[src/rtl/mux_scan_pkg.sv]
// Shared definitions for the mux scan controller.
//   WIDTH    : number of mux channels scanned (fixed at 16)
//   SEL_W    : select width, log2(WIDTH)
//   SEL_LAST : index of the final channel in a scan
//   scan_state_t : controller state encoding
package mux_scan_pkg;

    localparam int WIDTH = 16;
    localparam int SEL_W = 4;

    localparam logic [SEL_W-1:0] SEL_LAST = SEL_W'(WIDTH - 1);

    typedef enum logic [1:0] {
        IDLE = 2'd0,
        SCAN = 2'd1,
        HOLD = 2'd2
    } scan_state_t;

endpackage

[src/rtl/mux_scan_ctrl_if.sv]
// Result stream from the scan controller to its consumer.
//   data_out : assembled scan word (bit i = mux output while sel==i)
//   valid    : data_out holds a completed scan
//   ready    : consumer accepts data_out
// master = controller side, slave = consumer side.
interface mux_scan_ctrl_if;
    import mux_scan_pkg::*;

    logic [WIDTH-1:0] data_out;
    logic             valid;
    logic             ready;

    modport master (
        output data_out,
        output valid,
        input  ready
    );

    modport slave (
        input  data_out,
        input  valid,
        output ready
    );

endinterface

[src/rtl/mux_scan_ctrl_dwell_cnt.sv]
// Loadable down-counter timing the dwell on each mux channel.
//   clk   : clock
//   rst_n : asynchronous active-low reset (count -> 0)
//   load  : reload the count with LOAD_VAL (wins over dec)
//   dec   : decrement by one, saturating at zero
//   zero  : count is zero, i.e. the dwell has expired
module scan_dwell_cnt #(
    parameter int                CNT_W    = 4,
    parameter logic [CNT_W-1:0]  LOAD_VAL = '0
) (
    input  logic clk,
    input  logic rst_n,
    input  logic load,
    input  logic dec,
    output logic zero
);

    logic [CNT_W-1:0] cnt_reg;

    always_ff @(posedge clk or negedge rst_n) begin
        if (!rst_n) begin
            cnt_reg <= '0;
        end else if (load) begin
            cnt_reg <= LOAD_VAL;
        end else if (dec && (cnt_reg != '0)) begin
            cnt_reg <= cnt_reg - 1'b1;
        end
    end

    assign zero = (cnt_reg == '0);

endmodule

[src/rtl/mux_scan_ctrl.sv]
// Sequential select driver and sample collector for an external 16:1 mux.
// Steps sel through channels 0..15, dwelling SETTLE+1 cycles on each, samples
// y_in at the end of each dwell and presents the assembled word on a
// valid/ready stream.
//   clk   : clock, all state on the rising edge
//   rst_n : asynchronous active-low reset
//   start : request a scan (honoured in IDLE, or in HOLD together with ready)
//   abort : cancel an in-progress scan
//   sel   : mux select
//   y_in  : mux output
//   busy  : high while scanning
//   bus   : result stream (data_out / valid / ready)
module mux_scan_ctrl
    import mux_scan_pkg::*;
#(
    parameter int SETTLE = 1
) (
    input  logic              clk,
    input  logic              rst_n,
    input  logic              start,
    input  logic              abort,
    output logic [SEL_W-1:0]  sel,
    input  logic              y_in,
    output logic              busy,
    mux_scan_ctrl_if.master   bus
);

    scan_state_t       state_reg;
    logic [SEL_W-1:0]  sel_reg;
    logic [WIDTH-2:0]  shadow_reg;
    logic [WIDTH-1:0]  data_out_reg;
    logic              valid_reg;
    logic              busy_reg;

    logic dwell_zero;
    logic dwell_load;
    logic dwell_dec;
    logic sample_en;
    logic last_ch;

    assign last_ch = (sel_reg == SEL_LAST);

    // End of dwell on the current channel, scan not being cancelled.
    assign sample_en = (state_reg == SCAN) && !abort && dwell_zero;

    // The dwell restarts whenever a new channel is presented: on scan
    // entry (from IDLE or a back-to-back handshake) and on each step.
    assign dwell_load = ((state_reg == IDLE) && start)
                      || (sample_en && !last_ch)
                      || ((state_reg == HOLD) && bus.ready && start);

    assign dwell_dec = (state_reg == SCAN) && !abort && !dwell_zero;

    scan_dwell_cnt #(
        .CNT_W    (SEL_W),
        .LOAD_VAL (SEL_W'(SETTLE))
    ) u_dwell (
        .clk   (clk),
        .rst_n (rst_n),
        .load  (dwell_load),
        .dec   (dwell_dec),
        .zero  (dwell_zero)
    );

    // Shadow bits 0..14; bit 15 goes straight into data_out on completion.
    generate
        for (genvar gi = 0; gi < WIDTH - 1; gi++) begin : g_shadow
            always_ff @(posedge clk or negedge rst_n) begin
                if (!rst_n) begin
                    shadow_reg[gi] <= 1'b0;
                end else if (sample_en && (sel_reg == SEL_W'(gi))) begin
                    shadow_reg[gi] <= y_in;
                end
            end
        end
    endgenerate

    always_ff @(posedge clk or negedge rst_n) begin
        if (!rst_n) begin
            state_reg    <= IDLE;
            sel_reg      <= '0;
            data_out_reg <= '0;
            valid_reg    <= 1'b0;
            busy_reg     <= 1'b0;
        end else begin
            case (state_reg)
                IDLE: begin
                    if (start) begin
                        sel_reg   <= '0;
                        busy_reg  <= 1'b1;
                        state_reg <= SCAN;
                    end
                end

                SCAN: begin
                    if (abort) begin
                        // Partial word is dropped; last completed word kept.
                        sel_reg   <= '0;
                        busy_reg  <= 1'b0;
                        state_reg <= IDLE;
                    end else if (dwell_zero) begin
                        if (!last_ch) begin
                            sel_reg <= sel_reg + 1'b1;
                        end else begin
                            data_out_reg <= {y_in, shadow_reg};
                            valid_reg    <= 1'b1;
                            busy_reg     <= 1'b0;
                            state_reg    <= HOLD;
                        end
                    end
                end

                HOLD: begin
                    if (bus.ready) begin
                        valid_reg <= 1'b0;
                        sel_reg   <= '0;
                        if (start) begin
                            busy_reg  <= 1'b1;
                            state_reg <= SCAN;
                        end else begin
                            state_reg <= IDLE;
                        end
                    end
                end

                default: begin
                    state_reg <= IDLE;
                end
            endcase
        end
    end

    assign sel          = sel_reg;
    assign busy         = busy_reg;
    assign bus.data_out = data_out_reg;
    assign bus.valid    = valid_reg;

endmodule
[src/flat_wrapper.sv]
// flat-port wrapper written by rule: the top's interface ports become plain ports
module mux_scan_ctrl_flat import mux_scan_pkg::*;
#(
    parameter int SETTLE = 1
)
  (clk, rst_n, start, abort, sel, y_in, busy, bus_data_out, bus_valid, bus_ready);
  mux_scan_ctrl_if bus_i ();
  input  logic clk;
  input  logic rst_n;
  input  logic start;
  input  logic abort;
  output logic [SEL_W-1:0] sel;
  input  logic y_in;
  output logic busy;
  output wire logic [$bits(bus_i.data_out)-1:0] bus_data_out;
  output wire logic [$bits(bus_i.valid)-1:0] bus_valid;
  input wire logic [$bits(bus_i.ready)-1:0] bus_ready;
  assign bus_data_out = bus_i.data_out;
  assign bus_valid = bus_i.valid;
  assign bus_i.ready = bus_ready;
  mux_scan_ctrl #(.SETTLE(SETTLE)) u_core (.clk(clk), .rst_n(rst_n), .start(start), .abort(abort), .sel(sel), .y_in(y_in), .busy(busy), .bus(bus_i));
endmodule
[config.mk]
export PLATFORM = sky130hd
export DESIGN_NAME = mux_scan_ctrl_flat
export DESIGN_NICKNAME = d
export VERILOG_FILES = /design/src/rtl/mux_scan_pkg.sv /design/src/rtl/mux_scan_ctrl_if.sv /design/src/rtl/mux_scan_ctrl_dwell_cnt.sv /design/src/rtl/mux_scan_ctrl.sv /design/src/flat_wrapper.sv
export SDC_FILE = /design/constraint.sdc
export NUM_CORES = 1
export LEC_CHECK = 0
export ABC_AREA = 1
export CAP_MARGIN = 15
export CORE_MARGIN = 5
export CORE_UTILIZATION = 40
export DETAILED_ROUTE_END_ITERATION = 10
export SLEW_MARGIN = 20
export SYNTH_ARGS = -nofsm -noshare
export SYNTH_HDL_FRONTEND = slang
export SYNTH_SLANG_ARGS = --single-unit
[constraint.sdc]
create_clock -name clk -period 3 [get_ports clk]
set_input_delay 0.3 -clock clk [delete_from_list [all_inputs] [get_ports clk]]
set_output_delay 0.3 -clock clk [all_outputs]
set_load 0.005 [all_outputs]
After elaboration in Yosys (flattened, before gate mapping)
Cells that the tools add are included.
- bitwise gates (word level): 1
- equal/unequal tests: 25
- reductions and logical operators: 40
- $add $sub $neg: 2
- muxes and demuxes: 26
- operators with widths (kind ; number):
    == test 4 bit (second input constant) ; 8
    two-way mux 4 bit ; 7
    logical AND 1 bit ; 23
    == test 4 x 3 -> 1 bit (second input constant) ; 4
    one-hot mux 4 bit (3 select lines) ; 1
    AND reduction 4 bit ; 3
    two-way mux 1 bit ; 10
    two-way mux 2 bit ; 5
    AND reduction 5 bit ; 2
    == test 4 x 2 -> 1 bit (second input constant) ; 2
    zero test 4 bit ; 2
    inequality test 2 bit (second input constant) ; 3
    inequality test 3 x 2 -> 1 bit (second input constant) ; 2
    one-hot mux 2 bit (3 select lines) ; 1
    adder 4 x 1 -> 4 bit (second input constant) ; 1
    == test 4 x 1 -> 1 bit (second input constant) ; 1
    inequality test 2 x 1 -> 1 bit (second input constant) ; 2
    nonzero test 2 bit ; 2
    nonzero test 4 bit ; 1
    subtractor 4 x 1 -> 4 bit (second input constant) ; 1
    zero test 1 bit ; 3
    inequality test 3 bit (second input constant) ; 1
    one-hot mux 1 bit (3 select lines) ; 1
    nonzero test 3 bit ; 1
    6 further kinds ; 7
- output and inout bits: 22
- word-level logic and storage cells: 115
- register bits: 43

Logic depth before layout (Yosys ltp)
Gate-level depths: netlist of run 1.
- depth in word-level cells: 7
- gate-level depth with buffers: 9
- mapped depth without buffers: 9

Hierarchy
A second synthesis of run 1 with hierarchy kept.
- cells, all modules: 270
- area, all modules: 2194.6 sq um
- modules (own cells, without submodules) (module ; instances ; cells each ; area each (sq um)):
    mux_scan_ctrl ; 1 ; 235 ; 1939.4
    scan_dwell_cnt ; 1 ; 35 ; 255.2

Worst setup path before layout of run 1
OpenSTA, ideal clock, no wires.
- path type: flip-flop to flip-flop
- from: register u_core.u_dwell.cnt_reg[0]
- to: register u_core.shadow_reg[10]
- cell stages (with the launch flop): 9
- clock period less this slack: 1468 ps
- path buffers: 1
- arrival time: 1336 ps
- setup slack: 1532 ps
- cell sequence: dfrtp_1 > inv_1 > ha_1 > nand3_2 > nor2_8 > buf_6 > nand3_1 > nand2_1 > o21ai_1
- longest elaborated chain between the ends: 3
- RTL lines (element ; RTL line ; source):
    start, declared ; mux_scan_ctrl_dwell_cnt.sv:18 ; logic [CNT_W-1:0] cnt_reg;
    start signal, assigned ; mux_scan_ctrl_dwell_cnt.sv:26 ; cnt_reg <= cnt_reg - 1'b1;
    zero test 4 bit ; mux_scan_ctrl_dwell_cnt.sv:30 ; assign zero = (cnt_reg == '0);
    logical AND 1 bit ; mux_scan_ctrl.sv:44 ; assign sample_en = (state_reg == SCAN) && !abort && dwell_zero;
    logical AND 1 bit ; mux_scan_ctrl.sv:71 ; end else if (sample_en && (sel_reg == SEL_W'(gi))) begin
    end signal, assigned by index ; mux_scan_ctrl.sv:72 ; shadow_reg[gi] <= y_in;
    end, declared ; mux_scan_ctrl.sv:30 ; logic [WIDTH-2:0] shadow_reg;
No other way between the ends.
A chain may end at the register's enable or synchronous reset.

Worst setup path after layout of run 1
- from: register u_core.u_dwell.cnt_reg[0]
- to: register u_core.data_out_reg[15] (netlist: u_core.bus.data_out[15])
- longest elaborated chain between the ends: 2
- RTL lines (element ; RTL line ; source):
    zero test 4 bit ; mux_scan_ctrl_dwell_cnt.sv:30 ;
    AND reduction 4 bit (no source line) ; -- ;
    end signal, assigned ; mux_scan_ctrl.sv:105 ; data_out_reg <= {y_in, shadow_reg};
    end, declared ; mux_scan_ctrl.sv:31 ; logic [WIDTH-1:0] data_out_reg;
No other way between the ends.

==> results.md, run 1 <==
* Clock Tree Root: clkbuf_8
* CTS clk-pin slew, worst paths at approximately 80 ps
* Overall Global Routing Usage at about 14%
* Area contributors post-synth: dfrtp_1 52%, nand2_1 16%, nand3_1 9.2%
* DRT Pass-1 Iters at 4
* Via-to-Cell Ratio at 4.64
* Post-route DRC at 0
* Final count of hold timing violations at 0
* Clock Latency Late Sink at 290 ps
* Final period utilization at 59.0%
* Critical path buffers and inverters at 1
* Port bufs at 27
* Largest stage delay, worst path at 400 ps
* Max Clock Skew at 3.37 ps
* Hold buffer count at CTS at 0
* Cts repair resizes at 0
* Ys Warns at 0
* Ys async rst share at 100%
* Total core area at 5070 µm²
* Number of max-cap violations at 0
* Leakage at 0.00128 µW
* Kind of critical path: flip-flop to flip-flop
* Total negative slack at 0 ps
* Slew @ Worst Pin at 947 ps
* Highest-delay cell along the critical path: dfrtp_1
* Post-Syn Area at 2080 µm²
* Initial core utilization at roughly two fifths
* CTS Buf Count at 5
* CP top delay family: simple AND/OR/NAND/NOR gates
* CTS tree: yes
* # diodes at 0
* Total Power at 1460 µW
* Vias in the first global route at 1,590
* Critical Path RT at 3170 ps
* Num Clock Sinks at 43
* Outcome: finished clean
* CTS H-tree lvls at 2
* Die Ht at 82.1 µm
* Row count at 26
* Top-count cell post-synth: nand2_1
* Dpl hpwl at 2900 µm
* Worst Setup Start Kind: flip-flop
* Post-synth EDFFs at 0
* Synth area leader: dfrtp_1
* Synth cell count leaders: 88 x nand2_1, 43 x dfrtp_1, 38 x nand3_1
* Synth top area share at ~52%
* VDD IR-drop max at 0.378 mV
* WL/cell at about 12 µm
* Pin count of the biggest net entering global routing at 44
* Vias at 1,618
* Fin crit period at 1770 ps
* Post-Syn Instances at 250
* Fin. max-slew vios at 0
* First-pass GRT wire length at 7240 µm
* Cell area power density at 584 nW/µm²
* Avg Synthesized Cell Area at slightly above 8 µm²
* Placed cells at 341
* DR iter-0 viols at 62
* CP Cell Sequence: inv_1 > ha_1 > nand3_2 > nor2_8 > nand2_4 > nand2_1 > o21ai_0
* Share of layout cells above drive strength 1 at between 8 and 9%
* GP Congestion at roughly 0.76
* RSZ-0062 raised after global routing: false
* Antenna violations before repair at 0
* CP endpoint kind: flip-flop
* Die X at about 80 µm
* Register area share after synthesis at ~52%
* Hold Crit Class: primary input to asynchronous set/reset pin
* Worst relative slew slack at 36.9%
* Grt total ovfl at 0
* Mapped Nets at 261
* Max FFs per register at 16
* FMAX at 0.565 GHz
* Clk buf depth at 2
* Final setup fails at 0
* CP Data Arrival Time at 1940 ps
* Area Overhead vs Synth at 20.4%
* Synth unique cells at 26
* Dominant synthesized flop cell: dfrtp_1
* # IOs at 28
* Post-CTS setup buffers at 0
* Die area at 6740 µm²
* NumNets Final at roughly 290
* Worst Path Max Fanout at 27
* Post-Layout Cell Count at 349
* Fin util at 49.3%
* Routed Antenna Nets at 0
* Flop and latch count out of synthesis at 43
* Fillers at 534
* Post-Route WL at 4030 µm
-- power by group --
part	leakage (µW)	switching (µW)	total [µW]	internal, µW
registers	0.000589	49.6	682	632
logic	0.000637	211	333	121
clock network	0.0000581	200	448	248
-- logic make-up after synthesis --
family,share of synthesized area (%)
flops,51.8
simple gates,33.8
compound gates,4.88
xor+xnor,0.422
fa+ha+maj,3.01
buf+inv,6.14
-- metal layers --
metal / GRT usage [%] / wire length, µm
met1: 18.8 / 1980
met5: 0 / 0
met4: 3.49 / 47
met3: 3.84 / 171
met2: 22.2 / 1830
-- placed cells by master, fill, tap and decap left out, drive strengths merged, types with 2 or more instances in the layout --
cell type	synthesis	final
a21oi	5	5
nor2	18	18
clkbuf	1	5
dfrtp	43	43
clkinv	0	2
nand3	39	39
clkdlybuf4s50	0	26
inv	23	23
nand2	92	92
ha	5	5
o21ai	13	13
-- worst reg2reg max path, cell delays in order, from the launching register on --
cell	delay, ps
dfrtp_1	400
inv_1	80
ha_1	220
nand3_2	190
nor2_8	360
nand2_4	220
nand2_1	110
o21ai_0	70
-- metrics by stage --
step	hold WS [ps]	cell area, µm²	worst slack, ps
floorplan	4.41	2080	1530
global route	233	2500	999
finish	152	2500	1230
CTS	191	2500	1170
detailed placement	457	2390	1100
global placement	454	2390	1130
-- final cells by class --
cell class | count | area [µm²] | area share, %
Multi-Input combinational cell | 178 | 875 | 35.0
Inverter | 23 | 86.3 | 3.45
Sequential cell | 43 | 1080 | 43.0
Clock inverter | 3 | 43.8 | 1.75
Timing Repair Buffer | 27 | 265 | 10.6
Tap cell | 70 | 87.6 | 3.50
Clock buffer | 5 | 68.8 | 2.75
-- worst paths after layout --
kind	from	to	slack, ps	cells past startpoint
min reg2reg	u_core.bus.data_out[9]	u_core.bus.data_out[9]	470	2
max	u_core.u_dwell.cnt_reg[0]	u_core.bus.data_out[15]	1230	7
min	rst_n	u_core.bus.data_out[9]	150	1
max in group asynchronous	rst_n	u_core.u_dwell.cnt_reg[3]	2260	1
min in group clk	u_core.bus.data_out[9]	u_core.bus.data_out[9]	470	2
max reg2reg	u_core.u_dwell.cnt_reg[0]	u_core.bus.data_out[15]	1230	7
(Power assumes the default switching activity.)
==> run 2, diff against run 1 <==
==> constraint.sdc (replaced) <==
create_clock -name clk -period 1.4 [get_ports clk]
set_input_delay 0.14 -clock clk [delete_from_list [all_inputs] [get_ports clk]]
set_output_delay 0.14 -clock clk [all_outputs]
set_load 0.005 [all_outputs]
==> results.md, run 2 (synthesized netlist as in run 1, its figures left out) <==
* Row count at 26
* Final setup fails at 0
* Area Overhead vs Synth at 39.1%
* CP Data Arrival Time at 1620 ps
* Die area at 6740 µm²
* Switch share at 33.1%
* Outcome: finished clean
* Post-route DRC at 0
* Final period utilization at 99.5%
* Initial core utilization at 41.0%
* VDD IR-drop max at about 0.78 mV
* Commonest cells after routing, fill and taps aside: 82 x nand2_1, 41 x dfrtp_1, 33 x nand3_1
* NumNets Final at 324
* Total core area at 5070 µm²
* Int Pwr at 2240 µW
* Max Clock Skew at 6.35 ps
* Vias in the first global route at 1,787
* Clock Latency Late Sink at 290 ps
* DR iter-0 viols at slightly below 80
* Final count of hold timing violations at 0
* Share of layout cells above drive strength 1 at 24.9%
* CTS Buf Count at 5
* First-pass GRT wire length at 7760 µm
* CTS clk-pin slew, worst paths at 80 ps
* Post-Route WL at 4760 µm
* Critical Path RT at approximately 1600 ps
* Die X at 82.1 µm
* Number of max-cap violations at 0
* Fin crit period at 1390 ps
* Worst Setup Slack, final at approximately 7.2 ps
* Worst Path Max Fanout at 4
* Sw Pwr at 1110 µW
* Fin. max-slew vios at 0
* CTS tree: yes
* FMAX at 0.718 GHz
* Comb power frac at 32.8%
* Total negative slack at 0 ps
* Worst relative slew slack at 69.9%
* Reg power frac at 43.5%
* Leakage at ~0.0015 µW
* Antenna violations before repair at 0
* Pre-CTS setup slack at -95.1 ps
* Port bufs at 27
* CP endpoint kind: flip-flop
* Vias at 1,819
* Worst Setup Start Kind: flip-flop
* Critical path origin: u_core.u_dwell.cnt_reg[0]
* Slew @ Worst Pin at 451 ps
* Die Ht at 82.1 µm
* Hold Crit Class: primary input to asynchronous set/reset pin
* Clock Tree Root: clkbuf_8
* RSZ-0062 raised after global routing: true
* Dpl hpwl at 3210 µm
* Max FFs per register at 16
* DRT Pass-1 Iters at 4
* GP Congestion at 0.806
* # IOs at 28
* Overall Global Routing Usage at about 15%
* Via-to-Cell Ratio at 4.75
* FF-to-FF Start: u_core.u_dwell.cnt_reg[0]
* WL/cell at 12.4 µm
* Post-Layout Cell Count at 383
* Commonest non-fill, non-tap cell in the layout: nand2_1
* CTS H-tree lvls at 2
* Routed Antenna Nets at 0
* Clk pwr share at 23.8%
* Grt total ovfl at 0
* Placed cells at 364
* Cell area power density at about 1200 nW/µm²
* Clk buf depth at 2
* Pin count of the biggest net entering global routing at 27
* # diodes at 0
* Num Clock Sinks at 43
* Kind of critical path: flip-flop to flip-flop
## run 2: cell type report
type,count,area (µm²)
Fill cell,491,2180
Sequential cell,43,1080
Multi-Input combinational cell,180,987
Timing Repair Buffer,60,559
Inverter,23,91.3
Tap cell,70,87.6
Clock buffer,6,82.6
Clock inverter,1,5.00
## run 2: per-layer routing
| layer | track usage (%) | share of wire (%) | up-vias |
|---|---|---|---|
| met5 | 0 | 0 | - |
| met4 | 5.15 | 1.2 | 0 |
| met3 | 3.84 | 3.7 | 4 |
| met2 | 25.6 | 48 | 27 |
| met1 | 18.4 | 47 | 858 |
| li1 | - | - | 930 |
## run 2: critical path, cell delays in order (launching register included)
cell and delay [ps]:
dfrtp_1 390, inv_2 80, ha_4 150, nand2_1 60
nor2_2 110, nor2_1 80, nor2_2 160, buf_4 140
nand3_1 60, nand2_1 90
## run 2: repair_timing
item	4_1_cts	5_1_grt
gates cloned	0	2
endpoints found under the hold margin	17	0
hold buffers	1	0
gates resized for setup	10	21
pin swaps	3	6
setup endpoints to repair	41	43
setup buffers	5	5
## run 2: through the flow
step,area [µm²],power [µW],hold WS (ps),utilization [%]
2_1_floorplan,2090,2040,-156,-
3_3_place_gp,2600,2420,108,51.3
3_5_place_dp,2600,2440,113,51.3
4_1_cts,2760,3300,340,54.3
5_1_grt,2890,3560,373,57.0
6_report,2890,3340,326,57.0
## run 2: worst paths after layout
check / to / slack, ps / cells past startpoint
worst min register to register: u_core.bus.data_out[8] / 470 / 2
worst max register to register: u_core.sel[3] / 7 / 9
max in group asynchronous: u_core.bus.data_out[1] / 580 / 3
min in group clk: u_core.bus.data_out[8] / 470 / 2
worst min-delay path: u_core.bus.data_out[13] / 330 / 2
worst max-delay path: u_core.sel[3] / 7 / 9
## run 2: power by group through the flow
stage	clock network, µW	logic (µW)	registers [µW]
floorplan	0	566	1470
global placement	0	956	1470
detailed placement	0	964	1470
CTS	821	1030	1450
global route	872	1220	1470
finish	794	1090	1450
==> run 3, diff against run 2 <==
--- a/config.mk
+++ b/config.mk
@@ -6,10 +6,13 @@
 export NUM_CORES = 1
 export LEC_CHECK = 0
 export ABC_AREA = 1
+export ABC_CLOCK_PERIOD_IN_PS = 1400
 export CAP_MARGIN = 15
 export CORE_MARGIN = 5
-export CORE_UTILIZATION = 40
+export CORE_UTILIZATION = 49
 export DETAILED_ROUTE_END_ITERATION = 10
+export GPL_ROUTABILITY_DRIVEN = 1
+export PLACE_DENSITY = 0.75
 export SLEW_MARGIN = 20
 export SYNTH_ARGS = -nofsm -noshare
 export SYNTH_HDL_FRONTEND = slang
==> results.md, run 3 (synthesized netlist as in run 1, its figures left out) <==
* Fin crit period at about 1400 ps
* Die area at about 5600 µm²
* Failing checks: setup timing
* Vias at 1,806
* Cell area power density at 1240 nW/µm²
* Highest-delay cell along the critical path: dfrtp_1
* Placed cells at 343
* Die Ht at 75.1 µm
* Outcome: complete, but fails checks
* CTS clk-pin slew, worst paths at 80 ps
* Max Clock Skew at 4.88 ps
* DR iter-0 viols at between 90 and 100
* R2R setup slack at -9 ps
* Antenna violations before repair at 0
* CP Cell Sequence: inv_2 > ha_4 > nand2_2 > nor2_4 > nand2_4 > nor2_4 > nand2_1 > nand2_1 > nand2_1
* Pin count of the biggest net entering global routing at 44
* CTS H-tree lvls at 2
* CP Data Arrival Time at 1610 ps
* Final period utilization at 101%
* Grt total ovfl at 0
* Critical Path RT at between 1500 and 2000 ps
* Total negative slack at -16.4 ps
* Commonest non-fill, non-tap cell in the layout: nand2_1
* Initial core utilization at about 50%
* # diodes at 0
* Clock Tree Root: clkbuf_8
* Clock Latency Late Sink at ~300 ps
* # IOs at 28
* Via-to-Cell Ratio at 5.06
* Post-Route WL at 4720 µm
* Leakage at between 0.001 and 0.0015 µW
* FMAX at 0.710 GHz
* Area Overhead vs Synth at 36.7%
* Kind of critical path: flip-flop to flip-flop
* NumNets Final at 317
* Pre-CTS setup slack at -77.0 ps
* Die X at approximately 75 µm
* Fin. max-slew vios at 0
* Worst path most repeated cell: nand2_1
* Hold Worst Slack at 337 ps
* Total core area at 4060 µm²
* First-pass GRT wire length at 7520 µm
* Overall Global Routing Usage at roughly 18%
* Slew @ Worst Pin at ~350 ps
* CTS tree: yes
* WL/cell at 13.2 µm
* CP top delay family: simple AND/OR/NAND/NOR gates
* Worst Setup Start Kind: flip-flop
* RSZ-0062 raised after global routing: true
* CP endpoint kind: flip-flop
* VDD IR-drop max at 0.947 mV
* Post-Layout Cell Count at around 360
* Hold Crit Class: primary input to asynchronous set/reset pin
* Max FFs per register at 16
* Worst relative slew slack at approximately three quarters
* Post-route DRC at 0
* Routed Antenna Nets at 0
* Share of layout cells above drive strength 1 at 22.8%
* Worst Setup Slack, final at -9.04 ps
* GP Congestion at 0.823
* Num Clock Sinks at 43
* Dpl hpwl at between 3000 and 4000 µm
* Worst Path Max Fanout at 6
* Clk buf depth at 2
* DRT Pass-1 Iters at 4
* Fin util at 70.0%
* CTS Buf Count at 5
* Row count at 23
* Critical path buffers and inverters at 1
* Largest stage delay, worst path at about 400 ps
* Vias in the first global route at 1,757
* Port bufs at 27
* Final setup fails at 4
* Commonest cells after routing, fill and taps aside: 83 x nand2_1, 41 x dfrtp_1, 35 x nand3_1
* Number of max-cap violations at 0
* Final count of hold timing violations at 0
==> run 3: final timing paths <==
path,from,end,cells after the start
min reg2reg,u_core.bus.data_out[6],u_core.bus.data_out[6],2
max in group asynchronous,rst_n,u_core.sel[2],3
min,rst_n,u_core.bus.data_out[9],3
min in group clk,u_core.bus.data_out[6],u_core.bus.data_out[6],2
max reg2reg,u_core.u_dwell.cnt_reg[0],u_core.shadow_reg[4],9
max,u_core.u_dwell.cnt_reg[0],u_core.shadow_reg[4],9
==> run 3: final cells by class <==
cell class | instances | area (µm²)
clock buffer | 7 | 96.3
clock inverter | 1 | 7.51
fill | 321 | 1220
inverter | 23 | 88.8
multi-input combinational | 179 | 983
sequential | 43 | 1080
tap | 50 | 62.6
timing repair buffer | 54 | 523
==> run 3: repair_timing <==
action                                  in CTS  in global routing
endpoints found under the setup margin      22                 41
hold buffers                                 1                  0
pin swaps                                    1                  7
endpoints found under the hold margin       43                  0
buffers inserted                             0                  4
gates resized for setup                      9                 19
gates cloned                                 0                  1
==> run 3: where the power goes <==
group	total [µW]	internal [µW]	leakage [µW]	switching, µW
registers	1470	1350	0.000585	114
logic	1180	544	0.000814	632
clock network	874	449	0.0000505	425
total	3520	2350	0.00145	1170
==> run 3: worst register-to-register path: cells and delay by family, from the launching register on <==
family | cells | cell delay [ps]
AND/OR/NAND/NOR | 7 | 660
flip-flops | 1 | 400
buffers and inverters | 1 | 90
adder cells (fa/ha/maj) | 1 | 160
==> run 3: routing by layer <==
| metal | track usage, % | part of all wire [%] | up-vias |
|---|---|---|---|
| li1 | - | - | 907 |
| met1 | 21.2 | 44 | 846 |
| met2 | 29.8 | 50 | 44 |
| met3 | 4.14 | 4.3 | 9 |
| met4 | 8.30 | 1.8 | 0 |
| met5 | 0 | 0 | - |
==> run 3: metrics by stage <==
stage / instance area, µm² / total power (µW)
2_1_floorplan: 2090 / 2040
4_1_cts: 2710 / 3370
3_3_place_gp: 2580 / 2430
6_report: 2840 / 3520
5_1_grt: 2840 / 3710
3_5_place_dp: 2580 / 2470
